### src/rtl/cache_ram_arbiter.sv
// rtl/cache_ram_arbiter.sv - two-port round-robin arbiter sharing one RAM word interface between two caches
//
// Purpose: grants one cache at a time for a whole line transaction (an optional
// write-back burst followed by a fill burst). Alternates ports on contention.
//
// Ports:
//   clk, rst                    clock, synchronous active-high reset
//   c0_ram_* / c1_ram_*         cache-side address, rd/wr requests, write data,
//                               read data (copy of ram_data_rd), gated data valid
//   ram_address, ram_rd, ram_wr, ram_data_wr   muxed request to the RAM
//   ram_data_rd, ram_data_valid                RAM read data and beat strobe
//   grant                       one-hot grant (bit0 = port 0, bit1 = port 1)
module cache_ram_arbiter #(
  parameter int ADDRESS_WIDTH     = 16,
  parameter int WORD_OFFSET_WIDTH = 2
) (
  input  logic                     clk,
  input  logic                     rst,
  input  logic [ADDRESS_WIDTH-1:0] c0_ram_address,
  input  logic                     c0_ram_rd,
  input  logic                     c0_ram_wr,
  input  logic [31:0]              c0_ram_data_wr,
  output logic [31:0]              c0_ram_data_rd,
  output logic                     c0_ram_data_valid,
  input  logic [ADDRESS_WIDTH-1:0] c1_ram_address,
  input  logic                     c1_ram_rd,
  input  logic                     c1_ram_wr,
  input  logic [31:0]              c1_ram_data_wr,
  output logic [31:0]              c1_ram_data_rd,
  output logic                     c1_ram_data_valid,
  output logic [ADDRESS_WIDTH-1:0] ram_address,
  output logic                     ram_rd,
  output logic                     ram_wr,
  output logic [31:0]              ram_data_wr,
  input  logic [31:0]              ram_data_rd,
  input  logic                     ram_data_valid,
  output logic [1:0]               grant
);

  typedef enum logic [1:0] {
    IDLE   = 2'd0,
    GRANT0 = 2'd1,
    GRANT1 = 2'd2
  } state_t;

  localparam logic [WORD_OFFSET_WIDTH-1:0] BEAT_LAST = '1;

  state_t                       state, state_next;
  logic [WORD_OFFSET_WIDTH-1:0] beat_cnt, beat_next;
  logic                         last, last_next;
  logic                         req0, req1;

  assign req0 = c0_ram_rd | c0_ram_wr;
  assign req1 = c1_ram_rd | c1_ram_wr;

  assign c0_ram_data_rd = ram_data_rd;
  assign c1_ram_data_rd = ram_data_rd;

  always_ff @(posedge clk) begin
    if (rst) begin
      state    <= IDLE;
      beat_cnt <= '0;
      last     <= 1'b1;  // port 0 wins the first simultaneous request
    end else begin
      state    <= state_next;
      beat_cnt <= beat_next;
      last     <= last_next;
    end
  end

  always_comb begin
    state_next        = state;
    beat_next         = beat_cnt;
    last_next         = last;
    ram_address       = '0;
    ram_rd            = 1'b0;
    ram_wr            = 1'b0;
    ram_data_wr       = '0;
    c0_ram_data_valid = 1'b0;
    c1_ram_data_valid = 1'b0;
    grant             = 2'b00;

    case (state)
      IDLE: begin
        // Port 0 wins when alone, or when both request and port 1 was served last.
        if (req0 && (!req1 || last)) begin
          state_next = GRANT0;
          last_next  = 1'b0;
          beat_next  = '0;
        end else if (req1) begin
          state_next = GRANT1;
          last_next  = 1'b1;
          beat_next  = '0;
        end
      end

      GRANT0: begin
        grant             = 2'b01;
        ram_address       = c0_ram_address;
        ram_rd            = c0_ram_rd;
        ram_wr            = c0_ram_wr;
        ram_data_wr       = c0_ram_data_wr;
        c0_ram_data_valid = ram_data_valid;
        if (ram_data_valid) begin
          if (beat_cnt != BEAT_LAST) begin
            beat_next = beat_cnt + 1'b1;
          end else if (c0_ram_wr) begin
            beat_next = '0;  // write-back done, fill burst follows under same grant
          end else if (req1) begin
            state_next = GRANT1;
            last_next  = 1'b1;
            beat_next  = '0;
          end else begin
            state_next = IDLE;
            beat_next  = '0;
          end
        end
      end

      GRANT1: begin
        grant             = 2'b10;
        ram_address       = c1_ram_address;
        ram_rd            = c1_ram_rd;
        ram_wr            = c1_ram_wr;
        ram_data_wr       = c1_ram_data_wr;
        c1_ram_data_valid = ram_data_valid;
        if (ram_data_valid) begin
          if (beat_cnt != BEAT_LAST) begin
            beat_next = beat_cnt + 1'b1;
          end else if (c1_ram_wr) begin
            beat_next = '0;
          end else if (req0) begin
            state_next = GRANT0;
            last_next  = 1'b0;
            beat_next  = '0;
          end else begin
            state_next = IDLE;
            beat_next  = '0;
          end
        end
      end

      default: state_next = IDLE;
    endcase
  end

endmodule

### config.mk
export PLATFORM = sky130hd
export DESIGN_NAME = cache_ram_arbiter
export DESIGN_NICKNAME = d
export VERILOG_FILES = /design/src/rtl/cache_ram_arbiter.sv
export SDC_FILE = /design/constraint.sdc
export NUM_CORES = 1
export LEC_CHECK = 0
export ABC_AREA = 1
export BUFFER_PORTS_ARGS = -buffer_cell sky130_fd_sc_hd__buf_2
export CAP_MARGIN = 0
export CORE_AREA = 2 2 97 99
export CTS_BUF_LIST = sky130_fd_sc_hd__clkbuf_4
export CTS_CLUSTER_SIZE = 30
export DETAILED_ROUTE_END_ITERATION = 12
export DIE_AREA = 0 0 99 101
export MAX_ROUTING_LAYER = met4
export SETUP_SLACK_MARGIN = 0.3
export SLEW_MARGIN = 0
export SYNTH_ARGS = -nofsm -noshare
export SYNTH_HDL_FRONTEND = slang
export SYNTH_SLANG_ARGS = --single-unit
### constraint.sdc
create_clock -name clk -period 2.4 [get_ports clk]
set_clock_uncertainty 0.2 [all_clocks]
set_input_delay 0.24 -clock clk [delete_from_list [all_inputs] [get_ports clk]]
set_output_delay 0.24 -clock clk [all_outputs]
set_load 0.02 [all_outputs]
; ---- Word level (Yosys, flattened, before mapping)
; Index checks and enable logic that the tools add are counted.
[op_classes]
n_addsub = 1
eq_ne = 12
mux = 33
bitwise = 2
n_reduce_logical = 10
[op_table]
columns = operator, count
row1 = one-hot mux 32 bit (2 select lines), 1
row2 = one-hot mux 16 bit (2 select lines), 1
row3 = 2-to-1 mux 2 bit, 13
row4 = != test 2 bit (second input constant), 8
row5 = 2-to-1 mux 1 bit, 12
row6 = one-hot mux 2 bit (2 select lines), 2
row7 = AND reduction 8 bit, 1
row8 = AND reduction 7 bit, 1
row9 = one-hot mux 2 bit (3 select lines), 1
row10 = one-hot mux 1 bit (2 select lines), 2
row11 = != test 3 bit (second input constant), 1
row12 = one-hot mux 1 bit (3 select lines), 1
row13 = AND reduction 3 bit, 1
row14 = nonzero test 3 bit, 1
row15 = adder 2 x 1 -> 2 bit (second input constant), 1
row16 = == test 2 x 1 -> 1 bit (second input constant), 1
row17 = == test 2 bit (second input constant), 1
row18 = logical NOT 2 bit, 1
row19 = != test 2 x 1 -> 1 bit (second input constant), 1
row20 = bitwise OR 1 bit, 2
row21 = nonzero test 2 bit, 1
row22 = OR reduction 2 bit, 1
row23 = logical AND 1 bit, 1
row24 = logical NOT 1 bit, 1
row25 = logical OR 1 bit, 1
[totals]
ff_bits = 5
wordCells = 61

; ---- Logic depth before layout (Yosys ltp)
; Gate-level depths: netlist (run 1).
[logic_depth]
ltp_word = 6
depth_mapped = 10
depth_no_buf = 9

; ---- Least setup slack after synthesis (run 1)
; Ideal clock, no wire load.
[synth_path]
path_type = reg-to-output
startpoint = reg state[0]
endpoint = out ram_address[0]
t_arrival_ps = 1550
t_required_ps = 1960
slack_ps = 410
path_stages_with_launch = 7
cell_sequence = dfxtp_1 inv_1 ha_1 buf_6 clkbuf_1 nand2_1 a21oi_1
[synth_between]
elab_chain_len = 2
elab_cells_between_ends = 3
classes_between = eq/ne (2) / mux (1)
[synth_rtl]
columns = element, line
row1 = from (decl), 48  ; state_t state, state_next;
row2 = from (signal assigned), 65  ; state <= state_next;
row3 = == test 2 bit / == test 2 x 1 -> 1 bit (equally long branches), 83  ; case (state)
row4 = one-hot mux 16 bit (2 select lines) (*), 83
row5 = to (decl), 31  ; output logic [ADDRESS_WIDTH-1:0] ram_address,
; Every way passes the cells marked *; elsewhere a longest branch is shown, timed or not.

; ---- Final worst setup path (run 1)
[layout_path]
startpoint = reg state[0]
endpoint = out ram_wr
[layout_between]
elab_chain_len = 2
elab_cells_between_ends = 3
classes_between = eq/ne (2) / mux (1)
[layout_rtl]
columns = element, line
row1 = == test 2 bit / == test 2 x 1 -> 1 bit (equally long branches), 83
row2 = one-hot mux 1 bit (2 select lines) (*), 83
row3 = to (decl), 33  ; output logic ram_wr,
; Marked as above.

==> summary.md, run 1 <==
| Metric | Value |
|---|---|
| Clk_lat worst skew | `0.26 ns` |
| Netlist cell types | `19` |
| Worst stage delay on the critical path | `0.33 ns` |
| DIE AREA | `about 0.01 mm2` |
| Worst Path Buf+Inv | `3` |
| GRT overflow | `0` |
| Post-route minimum period | `roughly 2 ns` |
| Worst endpoint required time | `around 2.0 ns` |
| Num CTS Buffers | `3` |
| Hold/Removal Path Class | `in -> reg` |
| CP endpoint kind | `output port` |
| Hold Startpoint | `c1_ram_rd` |
| Drt via density | `4.157` |
| Rel. slew slack | `between 80 and 90%` |
| Syn Inst Count | `around 310` |
| Chip width | `about 99 um` |
| Origin of the critical flop-to-flop path | `state[0]$_SDFFE_PP0P_` |
| Core area | `0.008977 mm2` |
| Final Setup Violations | `0` |
| Share of cells above drive strength 1 | `between 40 and 50%` |
| FF-to-FF path depth | `8` |
| Crit path max-delay family | `buffers and inverters` |
| DR iter-0 viols | `49` |
| Count of final hold-check violations | `0` |
| Measured slew at the worst slew-check pin | `approximately 0.26 ns` |
| Final ANT Viol Nets | `0` |
| First-pass GRT wire length | `around 8600 um` |
| Tcrit/Tclk final | `approximately 84%` |
| Crit-path cells | `inv_1 -> ha_2 -> buf_12 -> nand2_1 -> a21oi_1 -> buf_2` |
| Total wire length | `6019 um` |
| Dpl ws | `around 0.37 ns` |
| DR pass1 iterations | `4` |
| I/O Pins | `between 200 and 300` |
| Worst IR Drop VDD | `467.0 uV` |
| Filler cell count | `approximately 1000` |
| Crit Path Max Fanout | `29` |
| Hold path endpoint | `last$_SDFFE_PP1P_` |
| CTS max path bufs | `2` |
| Part of the Yosys area used for sequential elements | `under 10%` |
| Starting density of the core | `a little under a fifth` |
| Outcome | `finished clean` |
| Leading area contributor after synthesis | `nand2_1` |
| Synth warn | `0` |
| Hold Slack | `0.2012 ns` |
| Crit path arrival time | `approximately 1.6 ns` |
| Unrepaired setup endpoints after global routing | `true` |
| Initial antenna violation count | `0` |
| PD cells | `approximately 1100 mW/mm2` |
| Setup ws final | `~0.38 ns` |
| Reg2reg end | `state[1]$_SDFFE_PP0P_` |
| H-tree Lvls | `1` |
| Remaining DRCs | `0` |
| FP Rows | `35` |
| TritonCTS Sinks | `5` |
| Synth Register Bits | `5` |
| Overall Global Routing Usage | `roughly 11%` |
| Port Buf Inserts | `156` |
| Syn Nets | `around 450` |
| Nets@finish | `between 500 and 600` |
| Fmax | `493.9 MHz` |
| Crit Path Category | `reg -> out` |
| Mean Syn Cell Area | `approximately 5.4 um2` |
| Max Slew Vio Count | `0` |
| Vias in the first global route | `1820` |
| Leak Pwr | `about 0.0012 uW` |
| Max-cap viol count | `0` |
| Ant diodes | `0` |
| Largest net degree at the start of global routing | `35` |
| CTS tree | `done` |
| Clock Root Buffer | `clkbuf_4` |
| Synth top area cells | `nand2_1 (30%), buf_4 (29%), a21oi_1 (17%)` |
| Post-layout util | `24.32%` |
| Routed wire per std cell | `~12 um` |
| Hold path depth | `5` |
| Total number of vias | `roughly 2100` |
| Clock Pin Slew Worst Setup and Hold Paths | `0.05 ns` |
| Worst Setup Start Kind | `flip-flop` |
| GPL Wtd Cong | `between 0.7 and 0.8` |
| Fin Setup TNS | `0 ns` |
| FF-to-FF setup slack | `about 0.63 ns` |
| Dpl hpwl | `4811 um` |
| Die height | `between 100 and 150 um` |
| Crit path max-delay cell type | `dfxtp_2` |
| Area Overhead vs Synth | `33.31%` |
| Mapped cell area | `0.001638 mm2` |
| Post-synth top area share | `between 20 and 30%` |
[worst register-to-register path, cell delays in order, from the launching register on]
cell     delay [ns]
dfxtp_2        0.35
inv_1          0.10
ha_2           0.24
buf_12         0.17
o21a_1         0.22
nor2_4         0.10
nand2_2        0.09
a21oi_1        0.14
nor2_1         0.05
[synthesized netlist by cell type]
cell type / instances
nand2_2: 1
buf_4: 64
clkbuf_1: 9
inv_2: 4
buf_2: 7
o21a_1: 1
nor2_4: 1
dfxtp_1: 5
a21oi_1: 56
nand4_2: 1
nand2_1: 129
inv_1: 8
nor2_1: 6
nand3_1: 3
ha_1: 6
o21ai_1: 1
nor2_2: 1
nand4_1: 1
buf_6: 1
[worst max path at each step]
| stage | start | slack [ns] | end | cells after the start |
|---|---|---|---|---|
| after floorplan | state[0]$_SDFFE_PP0P_ | 0.41 | ram_address[0] | 6 |
| after global placement | state[0]$_SDFFE_PP0P_ | 0.46 | ram_data_wr[8] | 6 |
| after detailed placement | state[0]$_SDFFE_PP0P_ | 0.37 | beat_cnt[1]$_SDFFE_PP0P_ | 8 |
| after CTS | state[0]$_SDFFE_PP0P_ | 0.30 | ram_data_wr[6] | 6 |
| after global routing | state[0]$_SDFFE_PP0P_ | 0.26 | ram_wr | 6 |
| final | state[0]$_SDFFE_PP0P_ | 0.38 | ram_wr | 6 |
[sequential cells by signal, indices dropped and copies added, names as in the netlist]
register,cells
last,1
beat_cnt,2
state,2
[what timing repair did]
item / in CTS / in global routing
endpoints found under the setup margin: 45 / 50
buffers inserted: 0 / 0
hold buffers: 1 / 0
resized for setup: 6 / 18
endpoints found under the hold margin: 1 / 0
[cell families after synthesis]
group                    after synthesis  share of synthesized area, %
buffers and inverters                 93                         36.97
AO/OA/AOI/OAI                         58                         17.88
AND/OR/NAND/NOR                      143                         34.45
adder cells (fa/ha/maj)                6                         4.584
flip-flops                             5                         6.112
[report_power, final]
group	internal, uW	total, uW	switching, uW
Combinational	746	2110	1360
Clock	74.7	117	42.6
Sequential	120	149	28.7
[cell type report]
class | instances | area (um2) | share of cell area (%)
Clock buffer | 4 | 30.03 | 1.375
Inverter | 12 | 45.04 | 2.063
Multi-Input combinational cell | 207 | 957.2 | 43.84
Sequential cell | 5 | 102.6 | 4.699
Tap cell | 111 | 138.9 | 6.361
Timing Repair Buffer | 163 | 909.6 | 41.66
[layout by cell type, fill, tap and decap left out, drive strengths merged]
master and count:
a21oi 56, buf 162, clkbuf 4, dfxtp 5
dlygate4sd3 1, ha 6, inv 12, nand2 130
nand3 3, nand4 2, nor2 8, o21a 1
o21ai 1
[through the flow]
stage	cells	total power, uW	area [um2]
2_1_floorplan	305	1658	1638
3_3_place_gp	497	2078	2059
3_5_place_dp	497	2116	2059
4_1_cts	502	2310	2130
5_1_grt	502	2604	2183
6_report	502	2373	2183
[metal layers]
layer	global-route usage, %	vias up	wire (um)
met5	-	-	0
met4	4.320	0	119
met3	2.080	16	609
met2	20.11	102	3022
met1	11.27	907	2267
li1	-	1062	-
(Power assumes the default switching activity.)
==> run 2, diff against run 1 <==
==> constraint.sdc (replaced) <==
create_clock -name clk -period 2 [get_ports clk]
set_clock_uncertainty 0.2 [all_clocks]
set_input_delay 0.2 -clock clk [delete_from_list [all_inputs] [get_ports clk]]
set_output_delay 0.2 -clock clk [all_outputs]
set_load 0.02 [all_outputs]
==> run 2 against run 1 <==
Effect of this change: flip-flop and latch count unchanged; routed wire length grew 33%; non-clock buffer count increased by 27; first-iteration DRC count is 73% higher; clock power rose by 14%; cell area is 50% higher; register-to-register slack got worse by 0.50 ns; utilization rose by 12 points; hold slack lost 0.0012 ns; final cell count is 5.4% higher; combinational power rose by 130%; worst setup slack worse by 0.29 ns; largest power group unchanged; highest routed layer unchanged.
==> summary.md, run 2 (synthesis results as in run 1) <==
| Metric | Value |
|---|---|
| Outcome | `finished clean` |
| Clock Root Buffer | `clkbuf_4` |
| Commonest non-fill, non-tap cell in the layout | `buf_2` |
| Final Cell Area | `0.003266 mm2` |
| First-pass GRT wire length | `between 10000 and 15000 um` |
| Worst IR Drop VDD | `approximately 700 uV` |
| Port Buf Inserts | `roughly 160` |
| PD cells | `between 1500 and 2000 mW/mm2` |
| Crit Path Max Fanout | `7` |
| Ant diodes | `0` |
| Clk_lat worst skew | `0.25 ns` |
| Overall Global Routing Usage | `13.22%` |
| Final ANT Viol Nets | `0` |
| Starting density of the core | `roughly 18%` |
| Tot Pwr | `between 5000 and 6000 uW` |
| DR iter-0 viols | `85` |
| Initial antenna violation count | `0` |
| Routed wire per std cell | `15.18 um` |
| Post-Place Cell Area | `about 0.0023 mm2` |
| GRT overflow | `0` |
| Remaining DRCs | `0` |
| Rel. slew slack | `slightly below 90%` |
| Leak Pwr | `0.001521 uW` |
| Fmax | `between 500 and 600 MHz` |
| Worst Setup Start Kind | `flip-flop` |
| Max-cap viol count | `0` |
| Max Slew Vio Count | `0` |
| CTS max path bufs | `2` |
| Tcrit/Tclk final | `95.78%` |
| Crit-path cells | `buf_6 -> ha_4 -> buf_6 -> clkbuf_16 -> nand2_1 -> a21oi_2 -> buf_4` |
| Crit path top cell by count | `buf_6` |
| CP endpoint kind | `output port` |
| Total wire length | `between 8000 and 9000 um` |
| TritonCTS Sinks | `5` |
| Hold/Removal Path Class | `in -> out` |
| GPL Wtd Cong | `0.8205` |
| CTS tree | `done` |
| Core area | `approximately 0.0090 mm2` |
| Chip width | `a little under 100 um` |
| Vias in the first global route | `~2100` |
| Post-route minimum period | `1.916 ns` |
| Share of cells above drive strength 1 | `between 70% and 80%` |
| Final Setup Violations | `0` |
| Post-layout util | `a little over a third` |
| Nets@finish | `560` |
| Crit Path Category | `reg -> out` |
| FF-to-FF setup slack | `approximately 0.13 ns` |
| Unrepaired setup endpoints after global routing | `true` |
| Area Overhead vs Synth | `99.39%` |
| Die height | `101 um` |
| Num CTS Buffers | `3` |
| H-tree Lvls | `1` |
| DR pass1 iterations | `4` |
| DIE AREA | `between 0.009 and 0.01 mm2` |
| Dpl hpwl | `roughly 5000 um` |
| Biggest regs | `beat_cnt (2), state (2), last (1)` |
| Drt via density | `between 4 and 5` |
| Worst stage delay on the critical path | `about 0.36 ns` |
| Crit path max-delay cell type | `dfxtp_4` |
| Measured slew at the worst slew-check pin | `around 0.2 ns` |
| Filler cell count | `939` |
| FP Rows | `35` |
| Most frequent cells in the layout | `buf_2 (104), nand2_1 (91), a21oi_2 (49), buf_4 (36), nand2_2 (31)` |
| Total number of vias | `between 2000 and 2500` |
| Largest net degree at the start of global routing | `29` |
| Crit path arrival time | `between 1.5 and 2 ns` |
| Count of final hold-check violations | `0` |
| Worst endpoint required time | `~1.6 ns` |
| Clock Pin Slew Worst Setup and Hold Paths | `0.04 ns` |
| Fin Setup TNS | `0 ns` |
| I/O Pins | `roughly 250` |
## run 2: stage by stage
step	hold slack [ns]	setup WS, ns	cells
detailed placement	0.2002	0.09139	497
floorplan	0.06907	0.2739	305
global route	0.2000	0.02996	529
finish	0.2000	0.08445	529
CTS	0.2002	0.1106	515
global placement	0.2002	0.1492	497
## run 2: path summary, 6_finish.rpt
check	cells past startpoint	endpoint	start
min reg2reg	2	beat_cnt[1]$_SDFFE_PP0P_	beat_cnt[1]$_SDFFE_PP0P_
max	7	ram_data_wr[1]	state[1]$_SDFFE_PP0P_
min	0	c0_ram_data_rd[27]	ram_data_rd[27]
max reg2reg	9	state[1]$_SDFFE_PP0P_	state[1]$_SDFFE_PP0P_
## run 2: worst max-delay path, delay by kind of cell, from the launching register on
kind	cells	cell delay, ns
AO/OA/AOI/OAI	1	0.12
buffers and inverters	4	0.52
adder cells (fa/ha/maj)	1	0.17
AND/OR/NAND/NOR	1	0.09
flip-flops	1	0.36
## run 2: layout make-up
cell class              count  area, um2  share of cell area (%)
inverters                  12      57.56                   1.762
clock buffers               4      30.03                  0.9195
repair buffers            190       1598                   48.93
well taps                 111      138.9                   4.253
multi-input cells         207       1334                   40.84
flip-flops and latches      5      107.6                   3.295
## run 2: metal layers
| layer | track usage, % | routed length (um) |
|---|---|---|
| met4 | 3.688 | 115 |
| met5 | - | 0 |
| met3 | 3.051 | 678 |
| met1 | 15.84 | 3142 |
| met2 | 22.25 | 4093 |
## run 2: power breakdown
| group | switching, uW | internal [uW] | total, uW |
|---|---|---|---|
| registers | 42.9 | 151 | 194 |
| logic | 2490 | 2270 | 4760 |
| clock network | 43.6 | 89.1 | 133 |
## run 2: timing repair
action / 4_1_cts / 5_1_grt
hold buffers: 1 / 0
endpoints found under the hold margin: 2 / 0
gates resized for setup: 95 / 68
setup endpoints to repair: 58 / 57
setup buffers: 7 / 8
cloned: 6 / 6
pin swaps: 8 / 23
